--- src/rtl/stopwatch_pkg.sv ---
// -----------------------------------------------------------------------------
// stopwatch_pkg
// Shared definitions for the stopwatch timekeeping core.
//   state_t          : FSM encoding (IDLE / RUN / PAUSE), 2 bits
//   time_t           : one hours/minutes/seconds/centiseconds snapshot
//   CS_MAX..HR_MAX   : wrap limits of the four counter stages
//   DEFAULT_CLK_FREQ : default system clock frequency in Hz
// -----------------------------------------------------------------------------
package stopwatch_pkg;

    typedef enum logic [1:0] {
        ST_IDLE  = 2'd0,
        ST_RUN   = 2'd1,
        ST_PAUSE = 2'd2
    } state_t;

    typedef struct packed {
        logic [7:0] hr;
        logic [7:0] min;
        logic [7:0] sec;
        logic [7:0] cs;
    } time_t;

    localparam int unsigned CS_MAX  = 99;
    localparam int unsigned SEC_MAX = 59;
    localparam int unsigned MIN_MAX = 59;
    localparam int unsigned HR_MAX  = 99;

    localparam int DEFAULT_CLK_FREQ = 100_000_000;

endpackage

--- src/rtl/sw_mod_counter.sv ---
// -----------------------------------------------------------------------------
// sw_mod_counter
// Modulo-(MAX+1) counter stage used for each field of the stopwatch cascade.
//   clk   in   system clock
//   rst   in   synchronous active-high reset, zeroes q
//   clr   in   synchronous clear, zeroes q (same effect as rst)
//   en    in   advance by one this cycle
//   q     out  current count, always within 0..MAX
//   carry out  combinational: en && q==MAX (this stage wraps on this edge)
// -----------------------------------------------------------------------------
module sw_mod_counter #(
    parameter int unsigned MAX   = 99,
    parameter int          WIDTH = 8
) (
    input  logic             clk,
    input  logic             rst,
    input  logic             clr,
    input  logic             en,
    output logic [WIDTH-1:0] q,
    output logic             carry
);

    logic at_max;

    assign at_max = (q == WIDTH'(MAX));
    assign carry  = en && at_max;

    always_ff @(posedge clk) begin
        if (rst || clr) begin
            q <= '0;
        end else if (en) begin
            q <= at_max ? '0 : q + WIDTH'(1);
        end
    end

endmodule

--- src/rtl/stopwatch_time_counter.sv ---
// -----------------------------------------------------------------------------
// stopwatch_time_counter
// Timekeeping core of the stopwatch: prescaler to a centisecond tick, a
// cascaded cs/s/min/h counter, start/pause/clear FSM, lap freeze and a sticky
// overflow flag.
//   clk          in   system clock
//   rst          in   synchronous active-high reset
//   start_stop   in   1-cycle pulse: start, pause or resume
//   clear        in   1-cycle pulse: zero everything, back to IDLE
//   lap          in   1-cycle pulse: toggle the lap display freeze
//   hours        out  displayed hours 0-99       (registered)
//   minutes      out  displayed minutes 0-59     (registered)
//   seconds      out  displayed seconds 0-59     (registered)
//   centisec     out  displayed centisec 0-99    (registered)
//   running      out  1 while in RUN             (registered)
//   lap_active   out  1 while display is frozen on the lap latch
//   ovf          out  sticky wrap past 99:59:59.99
// Pulse priority: rst > clear > start_stop > lap.
// -----------------------------------------------------------------------------
module stopwatch_time_counter
    import stopwatch_pkg::*;
#(
    parameter int CLK_FREQ = DEFAULT_CLK_FREQ,
    parameter int TICK_DIV = CLK_FREQ / 100
) (
    input  logic       clk,
    input  logic       rst,
    input  logic       start_stop,
    input  logic       clear,
    input  logic       lap,
    output logic [7:0] hours,
    output logic [7:0] minutes,
    output logic [7:0] seconds,
    output logic [7:0] centisec,
    output logic       running,
    output logic       lap_active,
    output logic       ovf
);

    localparam int            PW       = (TICK_DIV > 1) ? $clog2(TICK_DIV) : 1;
    localparam logic [PW-1:0] PRE_LAST = PW'(TICK_DIV - 1);

    state_t        state;
    logic [PW-1:0] presc;
    logic          tick;
    time_t         live;
    time_t         lap_latch;
    time_t         shown;

    logic cs_carry, sec_carry, min_carry, hr_carry;

    // Prescaler only advances in RUN, so its terminal value alone is not
    // enough: a paused prescaler sitting at PRE_LAST must not tick.
    assign tick = (state == ST_RUN) && (presc == PRE_LAST);

    // Each stage advances only when every lower stage wraps in this cycle.
    sw_mod_counter #(.MAX(CS_MAX), .WIDTH(8)) u_cs (
        .clk(clk), .rst(rst), .clr(clear), .en(tick),
        .q(live.cs), .carry(cs_carry)
    );

    sw_mod_counter #(.MAX(SEC_MAX), .WIDTH(8)) u_sec (
        .clk(clk), .rst(rst), .clr(clear), .en(tick && cs_carry),
        .q(live.sec), .carry(sec_carry)
    );

    sw_mod_counter #(.MAX(MIN_MAX), .WIDTH(8)) u_min (
        .clk(clk), .rst(rst), .clr(clear), .en(tick && sec_carry),
        .q(live.min), .carry(min_carry)
    );

    sw_mod_counter #(.MAX(HR_MAX), .WIDTH(8)) u_hr (
        .clk(clk), .rst(rst), .clr(clear), .en(tick && min_carry),
        .q(live.hr), .carry(hr_carry)
    );

    assign shown = lap_active ? lap_latch : live;

    always_ff @(posedge clk) begin
        if (rst || clear) begin
            state      <= ST_IDLE;
            presc      <= '0;
            lap_latch  <= '0;
            lap_active <= 1'b0;
            ovf        <= 1'b0;
            running    <= 1'b0;
            hours      <= 8'd0;
            minutes    <= 8'd0;
            seconds    <= 8'd0;
            centisec   <= 8'd0;
        end else begin
            // Display register: one cycle behind the live count / latch.
            hours    <= shown.hr;
            minutes  <= shown.min;
            seconds  <= shown.sec;
            centisec <= shown.cs;

            if (state == ST_RUN) begin
                presc <= tick ? '0 : presc + PW'(1);
            end

            if (hr_carry) begin
                ovf <= 1'b1;
            end

            if (start_stop) begin
                case (state)
                    ST_IDLE: begin
                        state   <= ST_RUN;
                        running <= 1'b1;
                    end
                    ST_RUN: begin
                        state   <= ST_PAUSE;
                        running <= 1'b0;
                    end
                    ST_PAUSE: begin
                        state   <= ST_RUN;
                        running <= 1'b1;
                    end
                    default: begin
                        state   <= ST_IDLE;
                        running <= 1'b0;
                    end
                endcase
            end else if (lap) begin
                // Capture takes the live value before any same-cycle tick.
                if (state == ST_RUN && !lap_active) begin
                    lap_latch  <= live;
                    lap_active <= 1'b1;
                end else if (state != ST_IDLE && lap_active) begin
                    lap_active <= 1'b0;
                end
            end
        end
    end

endmodule
--- config.mk ---
export PLATFORM = sky130hd
export DESIGN_NAME = stopwatch_time_counter
export DESIGN_NICKNAME = d
export VERILOG_FILES = /design/src/rtl/stopwatch_pkg.sv /design/src/rtl/sw_mod_counter.sv /design/src/rtl/stopwatch_time_counter.sv
export SDC_FILE = /design/constraint.sdc
export NUM_CORES = 1
export LEC_CHECK = 0
export BUFFER_PORTS_ARGS = -buffer_cell sky130_fd_sc_hd__buf_2
export CAP_MARGIN = 20
export CELL_PAD_IN_SITES_DETAIL_PLACEMENT = 0
export CELL_PAD_IN_SITES_GLOBAL_PLACEMENT = 1
export CORE_MARGIN = 1.5
export CORE_UTILIZATION = 30
export DETAILED_ROUTE_END_ITERATION = 8
export GPL_TIMING_DRIVEN = 0
export PLACE_DENSITY = 0.66
export SLEW_MARGIN = 30
export SYNTH_ARGS = -nofsm -noshare
export SYNTH_HDL_FRONTEND = slang
export SYNTH_SLANG_ARGS = --single-unit
--- constraint.sdc ---
create_clock -name clk -period 3.1 [get_ports clk]
set_input_delay 0.93 -clock clk [delete_from_list [all_inputs] [get_ports clk]]
set_output_delay 0.93 -clock clk [all_outputs]
set_load 0.05 [all_outputs]
==> impl_results.md <==
* Status: finished, final reports clean
* Hold buffers post-CTS at 0
* RSZ-0062 raised after global routing: no
* N_diodes at 0
* Final setup viols at 0
* Io pins at 40
* Post-synth EDFFs at 0
* Synthesis-to-finish area growth at 21.46%
* Max stage delay cell, worst path: nor4_4
* Skew final at slightly above 0.008 ns
* Final hold vios at 0
* Leak pwr at slightly above 2 nW
* Number of global-route vias before repair at roughly 4,000
* CP Cell Sequence: ha_1, nand4b_1, nor4_4, nand2_1, clkbuf_1, o21ai_1, nor2_1
* Post-synthesis async set-or-reset flop share at 0%
* Rel. slew slack at between 40% and 50%
* Main combinational cell family by area after synthesis: simple AND/OR/NAND/NOR gates
* Total clock sinks at approximately 120
* Synth Net Count at between 500 and 600
* VDD IR max at roughly 390 uV
* Num CTS Buffers at 17
* HP Class: reg -> reg
* Tcrit/Tclk final at between 80% and 90%
* Initial antenna violation count at 0
* Area post-placement at about 5500 um^2
* Starting density of the core at a little under a third
* Later-pin clock latency in the skew report at 0.41 ns
* Seq/Total Area, Yosys at roughly half
* Drt total wl at 12,090 um
* Clock buffer depth at 2
* Clock slew seen by the registers of the worst setup and hold paths at 0.05 ns
* Worst path required time at ~3.4 ns
* Unique cell type count in the Yosys netlist at 44
* Synth Instances at roughly 570
* Min Tclk post-route at 2.770 ns
* IO buf count at 39
* Max incr delay on CP at 0.58 ns
* GRT Resource Usage Total at about 15%
* Via Count at a little over 4,000
* Ranking of synthesized cells by area: dfxtp_1, mux2i_1, nand2_1, nor2_1, a21oi_1
* Top cell family by delay on the critical path: simple AND/OR/NAND/NOR gates
* Core box area at 16,060 um^2
* Chip width at about 130 um
* Share of post-route cells with drive strength above 1 at between 10% and 20%
* Startpoint types: flip-flop
* Critical path capture point type: flip-flop
* TritonCTS clock tree: done
* Root Buffer: clkbuf_16
* H-tree levels at 4
* Initial DRC Count at ~200
* Multiplexer area fraction after synthesis at under 10%
* Non-filler cells, final at 860
* Crit path max fanout at 10
* Post-DRT Antenna Nets at 0
* Pre-Repair DR Iteration Count at 4
* DR vias/cell at 4.797
* Buffers & Inverters on Critical Path at 1
* Die Span Y at 132.1 um
* Post-synthesis simple-gate area fraction at 26.57%
* Synth Area in Compound Gates at under 10%
* Max-cap violations at 0
* # rows at 46
* Placed cell count at ~830
* Critical path arrival at 3.05 ns
* Achievable clock frequency at between 0.3 and 0.4 GHz
* Hpwl dp at about 8500 um
* Nets at ~640
* Die ar. at around 17,000 um^2
* Remaining Overflow, GRT at 0
* Post-synthesis adder-cell area fraction at between 1 and 1.5%
* Largest net degree at the start of global routing at 17
* Syn avg cell area at 8.704 um^2
* Multi-input gate area at 2432 um^2
* XOR/XNOR Fraction of Synth Area at under 10%
* Register area at 2422 um^2
* Wirelength per Cell at approximately 14 um
* Power per Cell Area at around 600 nW/um^2
* Final Cell Area at ~6000 um^2
* Post-Syn Area at between 4000 and 5000 um^2
* Most used DFF post-synth: dfxtp_1
* Top cell type's share of synthesized area at 48.48%
* Max-slew violations at 0
* Top cell type by total area after synthesis: dfxtp_1
* Least-Margin Pin Slew at ~0.87 ns
* Worst setup path category: reg -> reg
* Global-route wire length before repair at between 20,000 and 25,000 um
* Setup TNS at 0 ns
* Yosys reg bits at 121
* Fillers at roughly 1,700
* RD Place Congestion at ~0.76
* # DRC at 0
* YS warnings at 0
[worst register-to-register path, cell delays in order (launching register included)]
cell	delay (ns)
dfxtp_1	0.46
ha_1	0.29
nand4b_1	0.21
nor4_4	0.58
nand2_1	0.27
clkbuf_1	0.33
o21ai_1	0.41
nor2_1	0.09
[cell type report]
type	count	share of cell area [%]
Multi-Input combinational cell	416	40.08
Sequential cell	121	39.92
Clock buffer	21	7.423
Tap cell	216	4.454
Timing Repair Buffer	39	3.216
Clock inverter	10	2.474
Buffer	29	1.938
Inverter	8	0.4948
[routing by layer]
layer	global-route usage, %	vias to the layer above	wire, um
li1	-	2096	-
met1	17.50	1956	5624
met2	24.37	61	5882
met3	3.768	12	385
met4	6.790	0	197
met5	0	-	0
[metrics by stage]
step	hold slack, ns	utilization [%]	setup slack, ns	total power [mW]
2_1_floorplan	0.4360	-	0.9461	1.634
3_3_place_gp	0.4409	34.01	0.1885	1.661
3_5_place_dp	0.4463	34.05	0.1713	1.661
4_1_cts	0.4539	37.79	0.1535	3.692
5_1_grt	0.4735	37.79	0.09773	3.768
6_report	0.4521	37.79	0.3296	3.645
[registers in the layout, summed over array words and instances (netlist names)]
register	count
u_sec.q	8
u_cs.q	8
hours	8
running	1
u_hr.q	8
centisec	8
lap_latch	32
u_min.q	8
minutes	8
lap_active	1
presc	20
seconds	8
ovf	1
state	2
[synth_stat cells (3+ instances only)]
master,number
dfxtp_1,121
nand2_1,87
nor2_1,81
a21oi_1,50
mux2i_1,34
clkbuf_1,24
nand3_1,22
nand4_1,18
xnor2_1,18
xor2_1,16
nor3_1,9
and2_1,8
and4_1,8
inv_1,8
and3_1,7
o21ai_0,6
ha_1,5
o31ai_1,5
or4_1,5
and3b_1,4
nor4_1,4
a31o_2,3
buf_1,3
or3_1,3
[worst paths after layout]
check	cells after the start	slack [ns]	end	startpoint
setup / recovery	7	0.33	u_sec.q[0]	u_cs.q[1]
hold / removal	2	0.45	lap_latch[26]	lap_latch[26]
setup reg to reg	7	0.33	u_sec.q[0]	u_cs.q[1]
hold reg to reg	2	0.45	lap_latch[26]	lap_latch[26]
[layout by cell type (no fill, tap or decap), types with 5 or more instances in the layout]
master     count
a21oi_1       50
and2_1         8
and3_1         7
and4_1         8
buf_2         40
clkbuf_1      27
clkbuf_16     17
clkinv_2       6
dfxtp_1      121
ha_1           5
inv_1          8
mux2i_1       34
nand2_1       87
nand3_1       22
nand4_1       18
nor2_1        81
nor3_1         9
o21ai_0        5
o31ai_1        5
or4_1          5
xnor2_1       18
xor2_1        16
[power breakdown]
part	switching (mW)	leakage [nW]	internal, mW
combinational	0.0524	0.753	0.0145
sequential	0.00123	0.974	1.56
clock	0.667	0.300	1.35
[logic make-up (layout without fill, tap and decap cells)]
logic type,Yosys count,after routing
mux,34,34
xor+xnor,34,34
compound gates,71,71
flops,121,121
simple gates,272,272
buf+inv,37,107
fa+ha+maj,5,5
[what timing repair did]
item / 4_1_cts / 5_1_grt
gates resized for setup: 0 / 1
setup buffers: 0 / 0
setup endpoints to repair: 0 / 5
(Power assumes the default switching activity.)
